[config.mk]
export PLATFORM = sky130hd
export DESIGN_NAME = app_mem_burst_resp
export DESIGN_NICKNAME = d
export VERILOG_FILES = /design/src/rtl/cache_defs.sv /design/src/rtl/app_mem_burst_resp.sv
export SDC_FILE = /design/constraint.sdc
export NUM_CORES = 1
export LEC_CHECK = 0
export ABC_CLOCK_PERIOD_IN_PS = 12600
export BUFFER_PORTS_ARGS = -buffer_cell sky130_fd_sc_hd__buf_2
export CORE_ASPECT_RATIO = 0.5
export CORE_MARGIN = 4
export CORE_UTILIZATION = 57
export CTS_CLUSTER_SIZE = 40
export DETAILED_ROUTE_END_ITERATION = 8
export GPL_TIMING_DRIVEN = 0
export PLACE_DENSITY = 0.86
export SKIP_LAST_GASP = 1
export SLEW_MARGIN = 20
export SYNTH_ARGS = -nofsm -noshare
export SYNTH_HDL_FRONTEND = slang
export SYNTH_SLANG_ARGS = --single-unit
[constraint.sdc]
create_clock -name mclk -period 12.6 [get_ports mclk]
set_input_delay 2.52 -clock mclk [delete_from_list [all_inputs] [get_ports mclk]]
set_output_delay 2.52 -clock mclk [all_outputs]
set_load 0.1 [all_outputs]
[src/rtl/cache_defs.sv]
// Shared cache-subsystem types for the application-memory burst responder.
// Holds the responder FSM state type and the burst-length limits.
package cache_defs;

  typedef enum logic [1:0] {
    IDLE,
    RD_BURST,
    WR_BURST,
    WAIT_REL
  } type_burst_resp_state_e;

  localparam int BURST_MAX_BL = 512;
  localparam int BL_W = $clog2(BURST_MAX_BL) + 1;

endpackage

[src/rtl/app_mem_burst_resp.sv]
// Wishbone burst responder in front of a single-port SRAM with 1-cycle reads.
// One ack per beat, last-ack on the final beat, err pulse on bl=0.
module app_mem_burst_resp
  import cache_defs::*;
#(
  parameter int WB_AW  = 32,
  parameter int WB_DW  = 32,
  parameter int MEM_AW = 9
) (
  input  logic              mclk,
  input  logic              rst,
  input  logic              wb_stb_i,
  input  logic [WB_AW-1:0]  wb_adr_i,
  input  logic              wb_we_i,
  input  logic [WB_DW-1:0]  wb_dat_i,
  input  logic [3:0]        wb_sel_i,
  input  logic [BL_W-1:0]   wb_bl_i,
  output logic [WB_DW-1:0]  wb_dat_o,
  output logic              wb_ack_o,
  output logic              wb_lack_o,
  output logic              wb_err_o,
  output logic              mem_csb0,
  output logic              mem_web0,
  output logic [MEM_AW-1:0] mem_addr0,
  output logic [3:0]        mem_wmask0,
  output logic [WB_DW-1:0]  mem_din0,
  input  logic [WB_DW-1:0]  mem_dout0
);

  type_burst_resp_state_e state, state_nx;

  logic [BL_W-1:0]   issue_cnt, beat_cnt, bl_q;
  logic [MEM_AW-1:0] adr_q, wr_addr;
  logic [3:0]        sel_q, wr_mask;
  logic [WB_DW-1:0]  wr_data;
  logic              rd_vld, rd_issue, rd_last, wr_pend;
  logic              unused_adr;

  assign unused_adr = ^{wb_adr_i[WB_AW-1:MEM_AW+2], wb_adr_i[1:0]};
  assign rd_last = rd_vld && (beat_cnt == bl_q - BL_W'(1));

  always_ff @(posedge mclk or posedge rst) begin
    if (rst) state <= IDLE;
    else     state <= state_nx;
  end

  always_comb begin
    state_nx = state;
    unique case (state)
      IDLE: begin
        if (wb_stb_i) begin
          if (wb_bl_i == '0)  state_nx = WAIT_REL;
          else if (wb_we_i)   state_nx = WR_BURST;
          else                state_nx = RD_BURST;
        end
      end
      RD_BURST: begin
        if (!wb_stb_i)    state_nx = IDLE;
        else if (rd_last) state_nx = WAIT_REL;
      end
      WR_BURST: begin
        if (!wb_stb_i)      state_nx = IDLE;
        else if (wb_lack_o) state_nx = WAIT_REL;
      end
      WAIT_REL: begin
        if (!wb_stb_i) state_nx = IDLE;
      end
      default: state_nx = IDLE;
    endcase
  end

  // Reads go straight to the macro; writes trail their ack by one cycle.
  always_comb begin
    rd_issue   = (state == RD_BURST) && wb_stb_i && (issue_cnt < bl_q);
    mem_csb0   = 1'b1;
    mem_web0   = 1'b1;
    mem_addr0  = '0;
    mem_wmask0 = '0;
    mem_din0   = '0;
    if (rd_issue) begin
      mem_csb0  = 1'b0;
      mem_addr0 = adr_q + issue_cnt[MEM_AW-1:0];
    end else if (wr_pend) begin
      mem_csb0   = 1'b0;
      mem_web0   = 1'b0;
      mem_addr0  = wr_addr;
      mem_wmask0 = wr_mask;
      mem_din0   = wr_data;
    end
  end

  always_ff @(posedge mclk or posedge rst) begin
    if (rst) begin
      issue_cnt <= '0;
      beat_cnt  <= '0;
      bl_q      <= '0;
      adr_q     <= '0;
      sel_q     <= '0;
      rd_vld    <= 1'b0;
      wr_pend   <= 1'b0;
      wr_addr   <= '0;
      wr_mask   <= '0;
      wr_data   <= '0;
      wb_dat_o  <= '0;
      wb_ack_o  <= 1'b0;
      wb_lack_o <= 1'b0;
      wb_err_o  <= 1'b0;
    end else begin
      wb_ack_o  <= 1'b0;
      wb_lack_o <= 1'b0;
      wb_err_o  <= 1'b0;
      wr_pend   <= 1'b0;
      rd_vld    <= rd_issue;
      case (state)
        IDLE: begin
          if (wb_stb_i) begin
            if (wb_bl_i == '0) begin
              wb_err_o <= 1'b1;
            end else begin
              issue_cnt <= '0;
              beat_cnt  <= '0;
              bl_q      <= wb_bl_i;
              adr_q     <= wb_adr_i[MEM_AW+1:2];
              sel_q     <= wb_sel_i;
              wb_ack_o  <= wb_we_i;
              wb_lack_o <= wb_we_i && (wb_bl_i == BL_W'(1));
            end
          end
        end
        RD_BURST: begin
          if (rd_issue) issue_cnt <= issue_cnt + BL_W'(1);
          // A falling stb discards whatever read is still in flight.
          if (wb_stb_i && rd_vld) begin
            wb_dat_o  <= mem_dout0;
            wb_ack_o  <= 1'b1;
            wb_lack_o <= rd_last;
            beat_cnt  <= beat_cnt + BL_W'(1);
          end
        end
        WR_BURST: begin
          if (wb_stb_i) begin
            wr_pend   <= 1'b1;
            wr_addr   <= adr_q + beat_cnt[MEM_AW-1:0];
            wr_data   <= wb_dat_i;
            wr_mask   <= sel_q;
            beat_cnt  <= beat_cnt + BL_W'(1);
            wb_ack_o  <= !wb_lack_o;
            wb_lack_o <= !wb_lack_o && (beat_cnt + BL_W'(2) == bl_q);
          end
        end
        default: ;
      endcase
    end
  end

endmodule
==> Yosys cells after proc, flatten, opt, wreduce, memory -nomap -nowiden <==
Index checks and enable logic that the tools add are counted.
Widths: inputs -> output; s select.
{ "word_totals": {"out_inout_bits": 82, "inputBits": 114, "register_bits": 127} }
{ "op_classes": {"addsub": 6, "n_eq_ne": 14, "bitwise": 1, "n_reduce_logical": 17, "n_lt_le_gt_ge": 1, "muxes": 40} }
{ "ops": {"columns": ["operator", "count"], "rows": [
  ["$mux 32", 2],
  ["$mux 10", 5],
  ["$pmux 10 s3", 1],
  ["$add 10x1->10 const B", 2],
  ["$eq 10x10->1", 2],
  ["$pmux 10 s2", 1],
  ["$add 9x9->9", 2],
  ["$mux 9", 2],
  ["$mux 1", 16],
  ["$mux 2", 8],
  ["$add 10x2->10 const B", 1],
  ["$eq 10x1->1 const B", 1],
  ["$logic_not 10->1", 1],
  ["$lt 10x10->1", 1],
  ["$ne 2x2->1 const B", 5],
  ["$sub 10x1->10 const B", 1],
  ["$mux 4", 2],
  ["$pmux 2 s4", 1],
  ["$reduce_and 4->1", 2],
  ["$logic_and 1x1->1", 6],
  ["$ne 3x3->1 const B", 2],
  ["$pmux 1 s3", 2],
  ["$reduce_and 5->1", 1],
  ["$eq 2x2->1 const B", 2],
  ["other kinds (9)", 10]
]} }

==> Longest topological paths before layout <==
{ "depth": {"depth_word": 6, "mapped_depth": 11, "depth_no_buf": 10} }

==> Worst setup path after synthesis <==
No wires, ideal clock.
{ "synth_timing": {"path_kind": "input to output", "from": "in wb_stb_i", "to": "out mem_addr0[2]", "required_ns": 10.080, "cell_stages": 6, "t_arrival_ns": 5.701, "setup_slack_ns": 4.379, "cell_sequence": "buf_6 nand2_1 a211oi_1 o21ai_1 clkbuf_1 o21ai_0"} }
{ "synth_via": {"elab_chain_cells": 3} }
{ "synth_lines": {"columns": ["element", "line", "text"], "rows": [
  ["start, declared", "app_mem_burst_resp.sv:12", "input logic wb_stb_i,"],
  ["$logic_and 1x1->1 (2 in series)", "app_mem_burst_resp.sv:74", "rd_issue = (state == RD_BURST) && wb_stb_i && (issue_cnt < bl_q);"],
  ["$mux 9", "app_mem_burst_resp.sv:80", "if (rd_issue) begin"],
  ["end, declared", "app_mem_burst_resp.sv:24", "output logic [MEM_AW-1:0] mem_addr0,"]
]} }
No other way between the ends.

==> Worst setup path after layout <==
{ "layout_timing": {"from": "in wb_stb_i", "to": "out mem_addr0[6]"} }
The elaborated chain is that of the path after synthesis.

==> results.ini <==
[outcome]
status=complete, no violations

[power]
powerDensity_nw_per_um2=299.4
p_leak_nw=4.367
vdd_drop_max_mv=0.2631

[cells_and_area]
stdcell_area_um2=8650
nNetsFinal=999
fillCellCount=874
seq_area_um2=3178
layout-drive-gt1-share_pct=33.57
area_growth_pct=24.92
antenna_cells=0
multi_input_area_um2=3503

[logic_synthesis]
ys_seq_area_share_pct=45.90
synth_area_um2=6924
synth_top_cell_by_area=dfrtp_1
synth-seq-cells=127
ys_types=61
synth_edf_count=0
async_flop_share_pct=100.0
synthFlopType=dfrtp_1
synthDominantCellAreaShare_pct=45.90
synth.area.top_cells=dfrtp_1, mux2_2, ha_1, nand2_1, and3_1
syn_inst=658
syn-num-nets=808
avgSynthCellArea_um2=10.52
yosysWarnings=0

[grt]
antenna_found_initial=1
grt_usage_pct=27.89
grt_max_degree=66
grt_pass1_wl_um=31080
first_global_vias=6298
grt-ovfl-total=0

[cts]
ctsHoldBuffers=0
clock-root-buffer=clkbuf_16
numClockSinks=127
htreeDepth=4
cts_setup_buffers=0
clockBufferDepth=2
clk_pin_slew_worst_paths_ps=60
clock_latency_ps=420
cts_inserted_buffers=17
cts_tree=built
cts_resized=0

[sta]
drv_slew=0
worst_pin_slew_ps=856.2
slew_headroom_pct=42.54
final.setup.tns_ps=0
whs_ps=486.4
rsz0062_at_grt=no
setup_violations=0
max_freq_ghz=0.1367
period_minus_slack_ps=7317
final_hold_viol_count=0
finalClockSkew_ps=11.06
min_period_over_period_pct=58.07

[floorplan]
dieArea_um2=14080
ios=196
core_area_um2=11840
start_util_pct=58.47
die_h_um=85.94
die_width_um=163.9
num_rows=28

[placed_design]
placed_area_um2=8019
place_hpwl_um=13780
place_congestion=0.8752
portBuffers=171

[hold_path]
min_from=sel_q[2]
hold_path_class=flop to flop

[setup_path]
startpoint_type=primary input
endpoint=mem_addr0[6]
cpPeakStageDelay_ps=500
path_class=primary input to primary output
rr_startpoint=state[0]
path_max_fanout=10
cp_cell_sequence=buf_6 > nand2_1 > a211oi_1 > o21ai_1 > clkbuf_1 > buf_2 > nand3_1 > o21ai_0 > buf_2
worstSetupEndpointType=primary output
cp_slowest_cell=a211oi_1
rr_worst_depth=10
rr_endpoint=issue_cnt[9]
cp_data_arrival_time_ps=4800
crit_start=wb_stb_i
cp_data_required_time_ps=10080
crit_top_cell=buf_2
reg2reg_setup_slack_ps=9640

[routing]
drc=0
drt-vias-per-instance=5.791
drt-initial-drc-count=463
routed_wl_um=18940
final_antenna_net_count=0
num_vias=5942
firstDrtPassIters=7
wire_per_inst_um=18.46

[flow_run]
cap_violations=0

[metal layers]
| layer | up-vias | routed length, um | global-route usage (%) |
|---|---|---|---|
| met5 | - | 13 | 0 |
| met1 | 2909 | 7499 | 34.39 |
| met4 | 2 | 393 | 9.361 |
| met2 | 267 | 9480 | 48.30 |
| li1 | 2720 | - | - |
| met3 | 44 | 1550 | 7.249 |
[per-stage QoR]
step	instances	util (%)	setup WS (ps)	total power, mW
final	1026	73.05	5283	2.590
after global routing	1026	73.05	5069	2.714
after CTS	1026	73.05	5346	2.587
after detailed placement	995	67.72	5383	2.043
after global placement	994	67.45	5290	1.993
after floorplan	658	-	4379	1.772
[cell families (layout without fill, tap and decap cells)]
group / count (synthesis) / after routing / share of synthesized area (%)
simple gates: 204 / 204 / 15.29
flops: 127 / 127 / 45.90
compound gates: 110 / 110 / 10.14
mux: 84 / 84 / 13.64
buf+inv: 59 / 262 / 3.505
xor+xnor: 38 / 38 / 4.807
fa+ha+maj: 36 / 36 / 6.722
[worst min path at each step]
stage	depth (start not counted)	slack, ps	to
global route	1	500	sel_q[1]
detailed placement	1	470	sel_q[1]
global placement	1	460	sel_q[0]
CTS	1	490	sel_q[1]
finish	1	490	sel_q[2]
floorplan	2	450	wr_addr[8]
[power breakdown]
part	leakage (nW)	internal [mW]	switching [mW]
sequential	1.60	0.580	0.126
clock	0.307	0.334	0.198
combinational	2.46	0.350	1.00
total	4.37	1.26	1.33
[cell type report]
type | count | share of cell area, %
buffer | 32 | 1.635
multi-input combinational | 472 | 40.50
sequential | 127 | 36.74
timing repair buffer | 172 | 10.21
inverter | 27 | 1.230
tap | 165 | 2.387
clock buffer | 17 | 4.918
clock inverter | 14 | 2.372
[sequential cells by signal (all words and copies together), names as in the netlist]
name       count
wb_dat_o      32
wr_data       32
beat_cnt      10
bl_q          10
issue_cnt     10
adr_q          9
wr_addr        9
sel_q          4
wr_mask        4
state          2
rd_vld         1
wb_ack_o       1
wb_err_o       1
wb_lack_o      1
wr_pend        1
[cell usage in the layout, fill, tap and decap left out, types with 3 or more instances in the layout]
master	netlist	final
a211oi_1	5	5
a21o_1	6	6
a21oi_1	14	14
and2_1	4	4
and3_1	40	40
buf_2	3	174
bufinv_16	0	4
clkbuf_1	25	25
clkbuf_16	0	17
clkinv_4	0	3
dfrtp_1	127	127
ha_1	34	34
inv_1	26	25
inv_6	0	5
mux2_1	14	14
mux2_2	69	69
nand2_1	69	69
nand2b_1	6	6
nand3_1	32	32
nand4_1	4	4
nor2_1	14	14
nor2b_1	7	7
nor3_1	5	5
nor4_1	4	4
o211ai_1	8	8
o21a_1	4	4
o21ai_0	34	34
o21ai_1	13	13
o22ai_1	3	3
o31ai_1	6	6
or3_1	4	4
or4_1	5	5
xnor2_1	17	17
xor2_1	21	21
[synthesized netlist by cell type (2+ instances only)]
| cell | instances |
|---|---|
| nor2_1 | 14 |
| o211ai_1 | 8 |
| dfrtp_1 | 127 |
| nand2b_1 | 6 |
| nor4_1 | 4 |
| or3_1 | 4 |
| buf_1 | 2 |
| inv_1 | 26 |
| mux2_2 | 69 |
| nand4_1 | 4 |
| and2_1 | 4 |
| or4_1 | 5 |
| o31ai_1 | 6 |
| fa_1 | 2 |
| mux2_1 | 14 |
| xnor2_1 | 17 |
| o22ai_1 | 3 |
| ha_1 | 34 |
| clkbuf_1 | 25 |
| nor3_1 | 5 |
| xor2_1 | 21 |
| nor2b_1 | 7 |
| o41a_1 | 2 |
| o41ai_1 | 2 |
| o21ai_1 | 13 |
| nand2_1 | 69 |
| and3_1 | 40 |
| o21ai_0 | 34 |
| a21oi_1 | 14 |
| a21o_1 | 6 |
| o21a_1 | 4 |
| nand3_1 | 32 |
| buf_2 | 3 |
| a211oi_1 | 5 |
[worst max-delay path, delay by kind of cell]
| kind | cells | cell delay [ps] |
|---|---|---|
| AO/OA/AOI/OAI | 3 | 1070 |
| buffers and inverters | 4 | 1010 |
| AND/OR/NAND/NOR | 2 | 190 |
Note: power is estimated with default switching activity, not from simulation.
